[src/rtl/frame_check_sched_pkg.sv]
// Shared definitions for the frame_check_sched block.
//   - state_e       : scheduler FSM states
//   - DEF_FRAME_LEN : default frame length in bits
//   - DEF_PATTERN   : default expected frame (first received bit = MSB)
//   - idx_width()   : index width helper, never narrower than 1 bit
package frame_check_sched_pkg;

  typedef enum logic [1:0] {
    ST_IDLE   = 2'd0,
    ST_SHIFT  = 2'd1,
    ST_REPORT = 2'd2
  } state_e;

  localparam int DEF_FRAME_LEN = 6;
  localparam logic [DEF_FRAME_LEN-1:0] DEF_PATTERN = 6'b011100;

  // Width needed to index n items; a single item still needs one bit.
  function automatic int idx_width(input int n);
    return (n > 1) ? $clog2(n) : 1;
  endfunction

endpackage

[src/rtl/frame_check_sched_rr_arbiter.sv]
// Combinational round-robin arbiter.
// Picks the first requesting lane at or after ptr, wrapping modulo N_LANES.
// Ports:
//   req   : per-lane request vector
//   ptr   : lane with highest priority this round (always < N_LANES)
//   gnt   : one-hot grant of the selected lane (all zero when no request)
//   idx   : binary index of the selected lane
//   valid : at least one lane is requesting
module frame_check_sched_rr_arbiter
  import frame_check_sched_pkg::*;
#(
  parameter int N_LANES = 4,
  localparam int LANE_W = idx_width(N_LANES)
) (
  input  logic [N_LANES-1:0] req,
  input  logic [LANE_W-1:0]  ptr,
  output logic [N_LANES-1:0] gnt,
  output logic [LANE_W-1:0]  idx,
  output logic               valid
);

  // Scan lanes starting at ptr; the first hit wins.
  always_comb begin : scan
    logic [LANE_W:0]   sum_s;
    logic [LANE_W-1:0] cand_s;
    logic              found_s;
    gnt     = '0;
    idx     = '0;
    found_s = 1'b0;
    sum_s   = '0;
    cand_s  = '0;
    for (int i = 0; i < N_LANES; i++) begin
      // ptr + i can exceed N_LANES-1 by at most N_LANES-1, so one subtract wraps it.
      sum_s = {1'b0, ptr} + (LANE_W+1)'(i);
      if (sum_s >= (LANE_W+1)'(N_LANES)) begin
        sum_s = sum_s - (LANE_W+1)'(N_LANES);
      end else begin
        sum_s = sum_s;
      end
      cand_s = sum_s[LANE_W-1:0];
      if (!found_s && req[cand_s]) begin
        found_s     = 1'b1;
        gnt[cand_s] = 1'b1;
        idx         = cand_s;
      end else begin
        found_s = found_s;
      end
    end
    valid = found_s;
  end

endmodule

[src/rtl/frame_check_sched.sv]
// Shared serial frame checker with round-robin lane scheduling.
// One lane at a time is granted for exactly FRAME_LEN cycles; its serial bits
// are shifted in MSB-first, compared against PATTERN, and the outcome is
// reported for one cycle. Per-lane saturating counters track matches.
// Ports:
//   clk          : rising-edge clock
//   rst          : synchronous active-high reset
//   req          : per-lane frame request level
//   data         : per-lane serial bit, only the granted lane is sampled
//   gnt          : one-hot grant, high during the FRAME_LEN sampling cycles
//   busy         : high while a frame is being shifted or reported
//   result_valid : one-cycle pulse per completed frame
//   result_match : frame equals PATTERN (qualified by result_valid)
//   result_lane  : lane of the reported frame
//   clr_cnt      : clear all match counters (wins over a same-cycle increment)
//   rd_sel       : counter read select
//   rd_cnt       : registered match count of lane rd_sel (0 when out of range)
module frame_check_sched
  import frame_check_sched_pkg::*;
#(
  parameter int                   N_LANES   = 4,
  parameter int                   FRAME_LEN = DEF_FRAME_LEN,
  parameter logic [FRAME_LEN-1:0] PATTERN   = DEF_PATTERN,
  parameter int                   CNT_W     = 8,
  localparam int                  LANE_W    = idx_width(N_LANES)
) (
  input  logic               clk,
  input  logic               rst,
  input  logic [N_LANES-1:0] req,
  input  logic [N_LANES-1:0] data,
  output logic [N_LANES-1:0] gnt,
  output logic               busy,
  output logic               result_valid,
  output logic               result_match,
  output logic [LANE_W-1:0]  result_lane,
  input  logic               clr_cnt,
  input  logic [LANE_W-1:0]  rd_sel,
  output logic [CNT_W-1:0]   rd_cnt
);

  localparam int BIT_W = idx_width(FRAME_LEN);

  state_e                 state_r;
  state_e                 next_state_s;
  logic [LANE_W-1:0]      lane_r;
  logic [LANE_W-1:0]      ptr_r;
  logic [BIT_W-1:0]       bit_cnt_r;
  logic [FRAME_LEN-1:0]   frame_r;
  logic [FRAME_LEN-1:0]   frame_next_s;
  logic                   last_bit_s;
  logic [CNT_W-1:0]       cnt_r [N_LANES];

  logic [N_LANES-1:0]     arb_gnt_s;
  logic [LANE_W-1:0]      arb_idx_s;
  logic                   arb_valid_s;

  logic [N_LANES-1:0]     gnt_s;
  logic                   busy_s;
  logic                   result_valid_s;
  logic                   result_match_s;
  logic [LANE_W-1:0]      result_lane_s;
  logic                   rd_in_range_s;

  frame_check_sched_rr_arbiter #(
    .N_LANES (N_LANES)
  ) u_arb (
    .req   (req),
    .ptr   (ptr_r),
    .gnt   (arb_gnt_s),
    .idx   (arb_idx_s),
    .valid (arb_valid_s)
  );

  // Frame contents including the bit being sampled this cycle.
  assign frame_next_s  = {frame_r[FRAME_LEN-2:0], data[lane_r]};
  assign last_bit_s    = (bit_cnt_r == BIT_W'(FRAME_LEN - 1));
  assign rd_in_range_s = ({1'b0, rd_sel} < (LANE_W+1)'(N_LANES));

  // FSM state register.
  always_ff @(posedge clk) begin
    if (rst) begin
      state_r <= ST_IDLE;
    end else begin
      state_r <= next_state_s;
    end
  end

  // FSM next-state logic; req is only looked at while idle.
  always_comb begin
    next_state_s = state_r;
    case (state_r)
      ST_IDLE: begin
        if (arb_valid_s) begin
          next_state_s = ST_SHIFT;
        end else begin
          next_state_s = ST_IDLE;
        end
      end
      ST_SHIFT: begin
        if (last_bit_s) begin
          next_state_s = ST_REPORT;
        end else begin
          next_state_s = ST_SHIFT;
        end
      end
      ST_REPORT: next_state_s = ST_IDLE;
      default:   next_state_s = ST_IDLE;
    endcase
  end

  // FSM output decode: values the outputs take in the upcoming state.
  always_comb begin
    gnt_s          = '0;
    busy_s         = 1'b0;
    result_valid_s = 1'b0;
    result_match_s = 1'b0;
    result_lane_s  = '0;
    case (next_state_s)
      ST_SHIFT: begin
        busy_s = 1'b1;
        // Load the arbiter pick on entry, then hold it for the whole frame.
        if (state_r == ST_IDLE) begin
          gnt_s = arb_gnt_s;
        end else begin
          gnt_s = gnt;
        end
      end
      ST_REPORT: begin
        busy_s         = 1'b1;
        result_valid_s = 1'b1;
        result_match_s = (frame_next_s == PATTERN);
        result_lane_s  = lane_r;
      end
      default: begin
        busy_s = 1'b0;
      end
    endcase
  end

  // Registered outputs.
  always_ff @(posedge clk) begin
    if (rst) begin
      gnt          <= '0;
      busy         <= 1'b0;
      result_valid <= 1'b0;
      result_match <= 1'b0;
      result_lane  <= '0;
    end else begin
      gnt          <= gnt_s;
      busy         <= busy_s;
      result_valid <= result_valid_s;
      result_match <= result_match_s;
      result_lane  <= result_lane_s;
    end
  end

  // Lane latch, bit counter, frame shift register and round-robin pointer.
  always_ff @(posedge clk) begin
    if (rst) begin
      lane_r    <= '0;
      ptr_r     <= '0;
      bit_cnt_r <= '0;
      frame_r   <= '0;
    end else begin
      case (state_r)
        ST_IDLE: begin
          if (arb_valid_s) begin
            lane_r    <= arb_idx_s;
            bit_cnt_r <= '0;
          end else begin
            lane_r    <= lane_r;
            bit_cnt_r <= bit_cnt_r;
          end
        end
        ST_SHIFT: begin
          frame_r   <= frame_next_s;
          bit_cnt_r <= last_bit_s ? '0 : bit_cnt_r + BIT_W'(1);
        end
        ST_REPORT: begin
          // Lane just served drops to lowest priority next round.
          ptr_r <= (lane_r == LANE_W'(N_LANES - 1)) ? '0 : lane_r + LANE_W'(1);
        end
        default: begin
          ptr_r <= ptr_r;
        end
      endcase
    end
  end

  // Per-lane saturating match counters; updated at the end of the report
  // cycle so a clear in that same cycle overrides the increment.
  always_ff @(posedge clk) begin
    if (rst || clr_cnt) begin
      for (int i = 0; i < N_LANES; i++) begin
        cnt_r[i] <= '0;
      end
    end else if ((state_r == ST_REPORT) && result_match &&
                 (cnt_r[lane_r] != {CNT_W{1'b1}})) begin
      cnt_r[lane_r] <= cnt_r[lane_r] + CNT_W'(1);
    end else begin
      cnt_r[lane_r] <= cnt_r[lane_r];
    end
  end

  // Counter read port, showing the value before any same-cycle update.
  always_ff @(posedge clk) begin
    if (rst) begin
      rd_cnt <= '0;
    end else if (rd_in_range_s) begin
      rd_cnt <= cnt_r[rd_sel];
    end else begin
      rd_cnt <= '0;
    end
  end

endmodule

[config.mk]
export PLATFORM = sky130hd
export DESIGN_NAME = frame_check_sched
export DESIGN_NICKNAME = d
export VERILOG_FILES = /design/src/rtl/frame_check_sched_pkg.sv /design/src/rtl/frame_check_sched_rr_arbiter.sv /design/src/rtl/frame_check_sched.sv
export SDC_FILE = /design/constraint.sdc
export NUM_CORES = 1
export LEC_CHECK = 0
export CAP_MARGIN = 30
export CORE_AREA = 2 2 82 84
export CTS_BUF_LIST = sky130_fd_sc_hd__clkbuf_16
export DETAILED_ROUTE_END_ITERATION = 10
export DIE_AREA = 0 0 84 86
export DONT_BUFFER_PORTS = 1
export PLACE_DENSITY = 0.79
export SETUP_SLACK_MARGIN = 0.2
export SLEW_MARGIN = 10
export SYNTH_ARGS = -nofsm -noshare
export SYNTH_HDL_FRONTEND = slang
export SYNTH_SLANG_ARGS = --single-unit
[constraint.sdc]
create_clock -name clk -period 3.85 [get_ports clk]
set_input_delay 0.9625 -clock clk [delete_from_list [all_inputs] [get_ports clk]]
set_output_delay 0.9625 -clock clk [all_outputs]
set_load 0.01 [all_outputs]
# ---- Word-level counts from Yosys, hierarchy flattened
# Memory sizes are Yosys's and may differ from the RTL's. A register that Yosys moved wholly into a read port is not among the register bits.
# Index checks and enable logic that the tools add are counted.
dict set report word_totals {
  latchBits 0
  regBits 23
  mem_count 1
  mem_bits_rw 32
  romBits 0
}
dict set report op_classes {
  div_mod_pow 0
  multipliers 0
  mux 57
  n_eq_ne 9
  n_lt_le_gt_ge 13
  bitwise_logic 6
  n_reduce_logical 21
  shift 0
  n_addsub 10
}
# name depth word_bits rd rd_ports_with_merged_regs wr line
set memory_table {}
lappend memory_table {cnt_r 4 8 2 2 4 frame_check_sched.sv:51} ;# logic [CNT_W-1:0] cnt_r [N_LANES];
# op count
set op_table {}
lappend op_table {{$mux 2} 13}
lappend op_table {{$mux 1} 25}
lappend op_table {{$mux 4} 4}
lappend op_table {{$mux 8} 2}
lappend op_table {{$lt 2x3->1 const B} 5}
lappend op_table {{$or 4x4->4} 3}
lappend op_table {{$bmux 1 s2} 5}
lappend op_table {{$ge 3x3->1 const B} 3}
lappend op_table {{$logic_and 1x1->1} 9}
lappend op_table {{$add 8x1->8 const B} 1}
lappend op_table {{$demux 1 s2} 4}
lappend op_table {{$ge 2x1->1 const B} 4}
lappend op_table {{$ne 8x8->1 const B} 1}
lappend op_table {{$reduce_or 8->1} 1}
lappend op_table {{$sub 2x1->2 const B} 4}
lappend op_table {{$add 2x2->3 const B} 2}
lappend op_table {{$eq 2x2->1 const B} 3}
lappend op_table {{$eq 6x5->1 const B} 1}
lappend op_table {{$mux 3} 2}
lappend op_table {{$pmux 3 s2} 1}
lappend op_table {{$reduce_or 2->1} 3}
lappend op_table {{$eq 2x1->1 const B} 2}
lappend op_table {{$pmux 2 s2} 1}
lappend op_table {{$reduce_and 2->1} 2}
lappend op_table {{other kinds (12)} 15}

# ---- Logic depth before layout (Yosys ltp)
dict set report logic_depth {
  word_depth 19
  depth_mapped 13
  mapped_depth_nobuf 11
}

# ---- By module
# From an unflattened synthesis, not the netlist that was laid out.
dict set report unflattened {
  hier_cells 301
  area_unflattened_um2 3414.5
}
# module area_per_inst_um2 instances cells_per_inst seq_area_each_um2
set modules_own_cells {}
lappend modules_own_cells {frame_check_sched 2992.9 1 256 1621.6}
lappend modules_own_cells {frame_check_sched_rr_arbiter 421.7 1 45 0.0}

# ---- Least setup slack after synthesis
# Ideal clock, no wire load.
dict set report synth_path {
  path_kind {register -> register}
  start {register ptr_r[0]}
  end {register result_match}
  setup_ps 78
  n_path_buf 2
  path_slack_ps 509
  synth_period_minus_slack_ps 3341
  arrival_ps 3264
  path_stages_with_launch 13
  required_ps 3772
  path_cell_list {dfxtp_1 buf_2 inv_1 ha_1 mux4_2 or4_4 and2_4 buf_6 a21oi_2 ha_1 nor2b_1 nand3b_1 nor3_1}
}
dict set report synth_via {
  elab_chain_len 19
  word_cells_on_any_way 38
  cone_classes {add/sub (7); order compare (4); eq/ne (1); mux (18); bitwise (1); reduce/logical (7)}
}
# item line
set synth_rtl {}
lappend synth_rtl {{start: declaration} frame_check_sched.sv:46} ;# logic [LANE_W-1:0] ptr_r;
lappend synth_rtl {{start signal: assignment} frame_check_sched.sv:181} ;# ptr_r <= (lane_r == LANE_W'(N_LANES - 1)) ? '0 : lane_r + LANE_W'(1);
lappend synth_rtl {{start signal: assignment} frame_check_sched.sv:184} ;# ptr_r <= ptr_r;
lappend synth_rtl {{parallel branches: the longest is 13 deep, another holds $add 2x1->3} n/a}
lappend synth_rtl {{$mux 1 *} frame_check_sched_rr_arbiter.sv:41} ;# if (!found_s && req[cand_s]) begin
lappend synth_rtl {{$mux 1 *} frame_check_sched.sv:93} ;# if (arb_valid_s) begin
lappend synth_rtl {{$pmux 2 s2 *} frame_check_sched.sv:91} ;# case (state_r)
lappend synth_rtl {{$eq 2x2->1 *} frame_check_sched.sv:118} ;# case (next_state_s)
lappend synth_rtl {{$not 1->1 (no source line) *} n/a}
lappend synth_rtl {{$reduce_or 2->1 (no source line) *} n/a}
lappend synth_rtl {{end signal: assignment} frame_check_sched.sv:152} ;# result_match <= result_match_s;
lappend synth_rtl {{end: declaration} frame_check_sched.sv:34} ;# output logic result_match,
# Mark *: on every way between the ends. The select of a mux whose other input is x is not followed.
# A chain may end at the register's enable or synchronous reset.

# ---- Worst setup path in the final report
dict set report layout_path {
  start {register ptr_r[1]}
  end {register result_match}
}
# The elaborated chain is that of the path after synthesis.

==> key figures <==
Outcome
  – Status: completed

Global route
  – Initial antenna violation count: 0
  – Largest net degree at the start of global routing: 20
  – GRT Total Usage: 20.8%
  – First-pass GRT wire length: 11.3 mm
  – Vias in the first global route: 2376
  – Grt total ovfl: 0

STA
  – Worst slew pin tran: 0.585 ns
  – Min Hold Slack: 0.446 ns
  – Post-Route Setup TNS: 0 ns
  – Final Skew: 0.00572 ns
  – RSZ-0062 raised after global routing: no
  – Worst relative slew slack: 61.0%
  – Slew Limit Fails: 0
  – Final Hold Fails: 0
  – Peak Freq: 0.322 GHz
  – Fin crit share: 80.7%
  – Fin crit period: 3.11 ns
  – Setup violators final: 0

Pwr
  – Tot Pwr: 1.73 mW
  – Static Leak: 1.38 nW
  – Worst IR drop on VDD: 0.000336 V
  – PwrDens: 459 nW/um^2

Critical path
  – CP arrival: 3.36 ns
  – Worst Setup Start Kind: flip-flop
  – Worst-path fanout max: 8
  – Reg2reg path depth: 10
  – Required time worst endpoint: 4.10 ns
  – Crit Path Category: flip-flop to flip-flop
  – Crit path capture type: flip-flop

Placed design
  – Placed Cells: 370
  – IO buf count: 0
  – Final Wtd Congestion: 0.825
  – Placed wire-length estimate: 4.83 mm

Clock network
  – H-tree Lvls: 3
  – Num Clock Sinks: 65
  – Largest buffer count on any clock path: 2
  – Hold buffers post-CTS: 0
  – CTS tree: built
  – Post-CTS Resized: 0
  – Post-CTS Setup Repair Bufs: 0
  – Number of buffers created by CTS: 9
  – Clk slew on worst S/H paths: 0.05 ns
  – CTS Root Cell: clkbuf_16
  – Worst skew pair latency: 0.33 ns

Die
  – Core area: 6280 sq um
  – # rows: 29
  – Die area: 7220 sq um
  – Die Ht: 86 um
  – I/O pin cnt: 30
  – Starting Density: 54.6%
  – Die width: 84 um

Yosys
  – Main synth FF type: dfxtp_1
  – Syn nets: 331
  – Sequential share of the synthesized area: 47.3%
  – Count of different cell masters after synthesis: 51
  – Async SR Flop Fraction: 0%
  – Post-synth EDFFs: 32
  – Synth warnings: 0
  – #FFs+latches synth: 65
  – Avg Inst Size Synth: 11.2 sq um
  – Gate Count Post-Synth: 306
  – Post-Syn Area: 3430 sq um

Run
  – Maxcap violations: 0

Min path
  – Worst Hold Class: flip-flop to flip-flop
  – Hold path cells: 2

Finish
  – Layout Cells excl Fill: 386
  – Ratio of cells with drive above 1 in the final layout: 14.9%
  – Area grow syn2layout: 9.67%
  – Antenna cells: 0
  – Nets: 329

Route
  – Vias per cell: 6.18
  – Drt pass-1 iters: 4
  – DR vias: 2385
  – Initial drt markers: 180
  – WL final: 6.98 mm
  – Wire per inst: 18.1 um
  – Post-DRT Antenna Nets: 0
  – # DRC: 0
[metrics by stage]
step	utilization, %	cell area (sq um)	setup WS, ns
after floorplan	-	3430	0.509
after global placement	55.2	3470	0.693
after detailed placement	55.2	3470	0.619
after CTS	59.9	3760	0.720
after global routing	59.9	3760	0.501
final	59.9	3760	0.742
[path summary, 6_finish.rpt]
path / startpoint / to / slack [ns]
worst min-delay path: frame_r[4] / frame_r[4] / 0.45
worst min register to register: frame_r[4] / frame_r[4] / 0.45
worst max register to register: ptr_r[1] / result_match / 0.74
worst max-delay path: ptr_r[1] / result_match / 0.74
[power breakdown]
part | leakage, nW | total [mW] | internal (mW) | switching, mW
logic | 0.588 | 0.150 | 0.0701 | 0.0795
registers | 0.627 | 0.801 | 0.767 | 0.0340
clock network | 0.161 | 0.777 | 0.503 | 0.275
[state kept, by name, summed over array words and instances, names as in the netlist, named ones only]
| signal | flops |
|---|---|
| cnt_r | 32 |
| rd_cnt | 8 |
| frame_r | 5 |
| gnt | 4 |
| bit_cnt_r | 3 |
| lane_r | 2 |
| ptr_r | 2 |
| result_lane | 2 |
| state_r | 2 |
| busy | 1 |
| result_match | 1 |
| result_valid | 1 |
[metal layers]
layer  wire length, um  track usage [%]  vias up
li1                  -                -     1124
met1              2830             23.5     1188
met2              3710             36.9       63
met3               358             7.60       10
met4                82             6.30        0
met5                 0                0        -
[worst max-delay path: stages (launching register included)]
cell	delay, ns
dfxtp_1	0.33
inv_1	0.11
ha_1	0.42
mux4_2	0.62
or4_4	0.55
and2_4	0.20
a21oi_2	0.18
ha_1	0.17
nor2b_1	0.21
nand3b_1	0.10
nor3_1	0.15
[logic make-up after synthesis]
kind of cell / after synthesis / share of synthesized area [%]
and+or+nand+nor: 126 / 18.5
xor gates and xnor gates: 4 / 1.02
buffers and inverters: 21 / 2.95
AOI/OAI and AO/OA: 46 / 8.76
adders and majority gates: 12 / 4.38
DFF: 65 / 47.3
muxes: 32 / 17.1
[synth_stat cells (4+ instances only)]
cell type | count | area share (%)
a21oi_1 | 13 | 1.9
a22o_1 | 4 | 1.0
a31oi_1 | 4 | 0.73
and2_1 | 12 | 2.2
clkbuf_1 | 9 | 0.98
dfxtp_1 | 33 | 19
edfxtp_1 | 32 | 28
ha_1 | 12 | 4.4
inv_1 | 4 | 0.44
mux2i_1 | 10 | 2.9
mux4_2 | 20 | 13
nand2_1 | 31 | 3.4
nand2b_1 | 5 | 0.91
nand3b_1 | 6 | 1.3
nand4_1 | 4 | 0.73
nor2_1 | 44 | 4.8
nor2b_1 | 5 | 0.91
o21ai_0 | 8 | 1.2
[layout make-up]
type	instances	area [sq um]
flip-flops and latches	65	1620
clock inverters	5	20.0
inverters	5	18.8
clock buffers	11	275
repair buffers	3	22.5
fillers	509	2520
multi-input cells	220	1710
well taps	77	96.3
[placed cells by master (no fill, tap or decap), drive strengths merged, types with 2 or more instances in the layout]
| cell | synthesis | layout |
|---|---|---|
| a21oi | 14 | 14 |
| a22o | 4 | 4 |
| a31oi | 4 | 4 |
| a41oi | 2 | 2 |
| and2 | 13 | 13 |
| and4 | 2 | 2 |
| buf | 7 | 3 |
| clkbuf | 9 | 11 |
| dfxtp | 33 | 33 |
| edfxtp | 32 | 32 |
| ha | 12 | 12 |
| inv | 5 | 9 |
| mux2i | 10 | 10 |
| mux4 | 21 | 21 |
| nand2 | 31 | 31 |
| nand2b | 5 | 5 |
| nand3b | 6 | 6 |
| nand4 | 4 | 4 |
| nor2 | 44 | 44 |
| nor2b | 5 | 5 |
| nor3 | 4 | 4 |
| o211ai | 3 | 3 |
| o21ai | 9 | 9 |
| o22ai | 3 | 3 |
| or2 | 3 | 3 |
| or3 | 3 | 3 |
| xnor2 | 3 | 3 |
(Power assumes the default switching activity.)
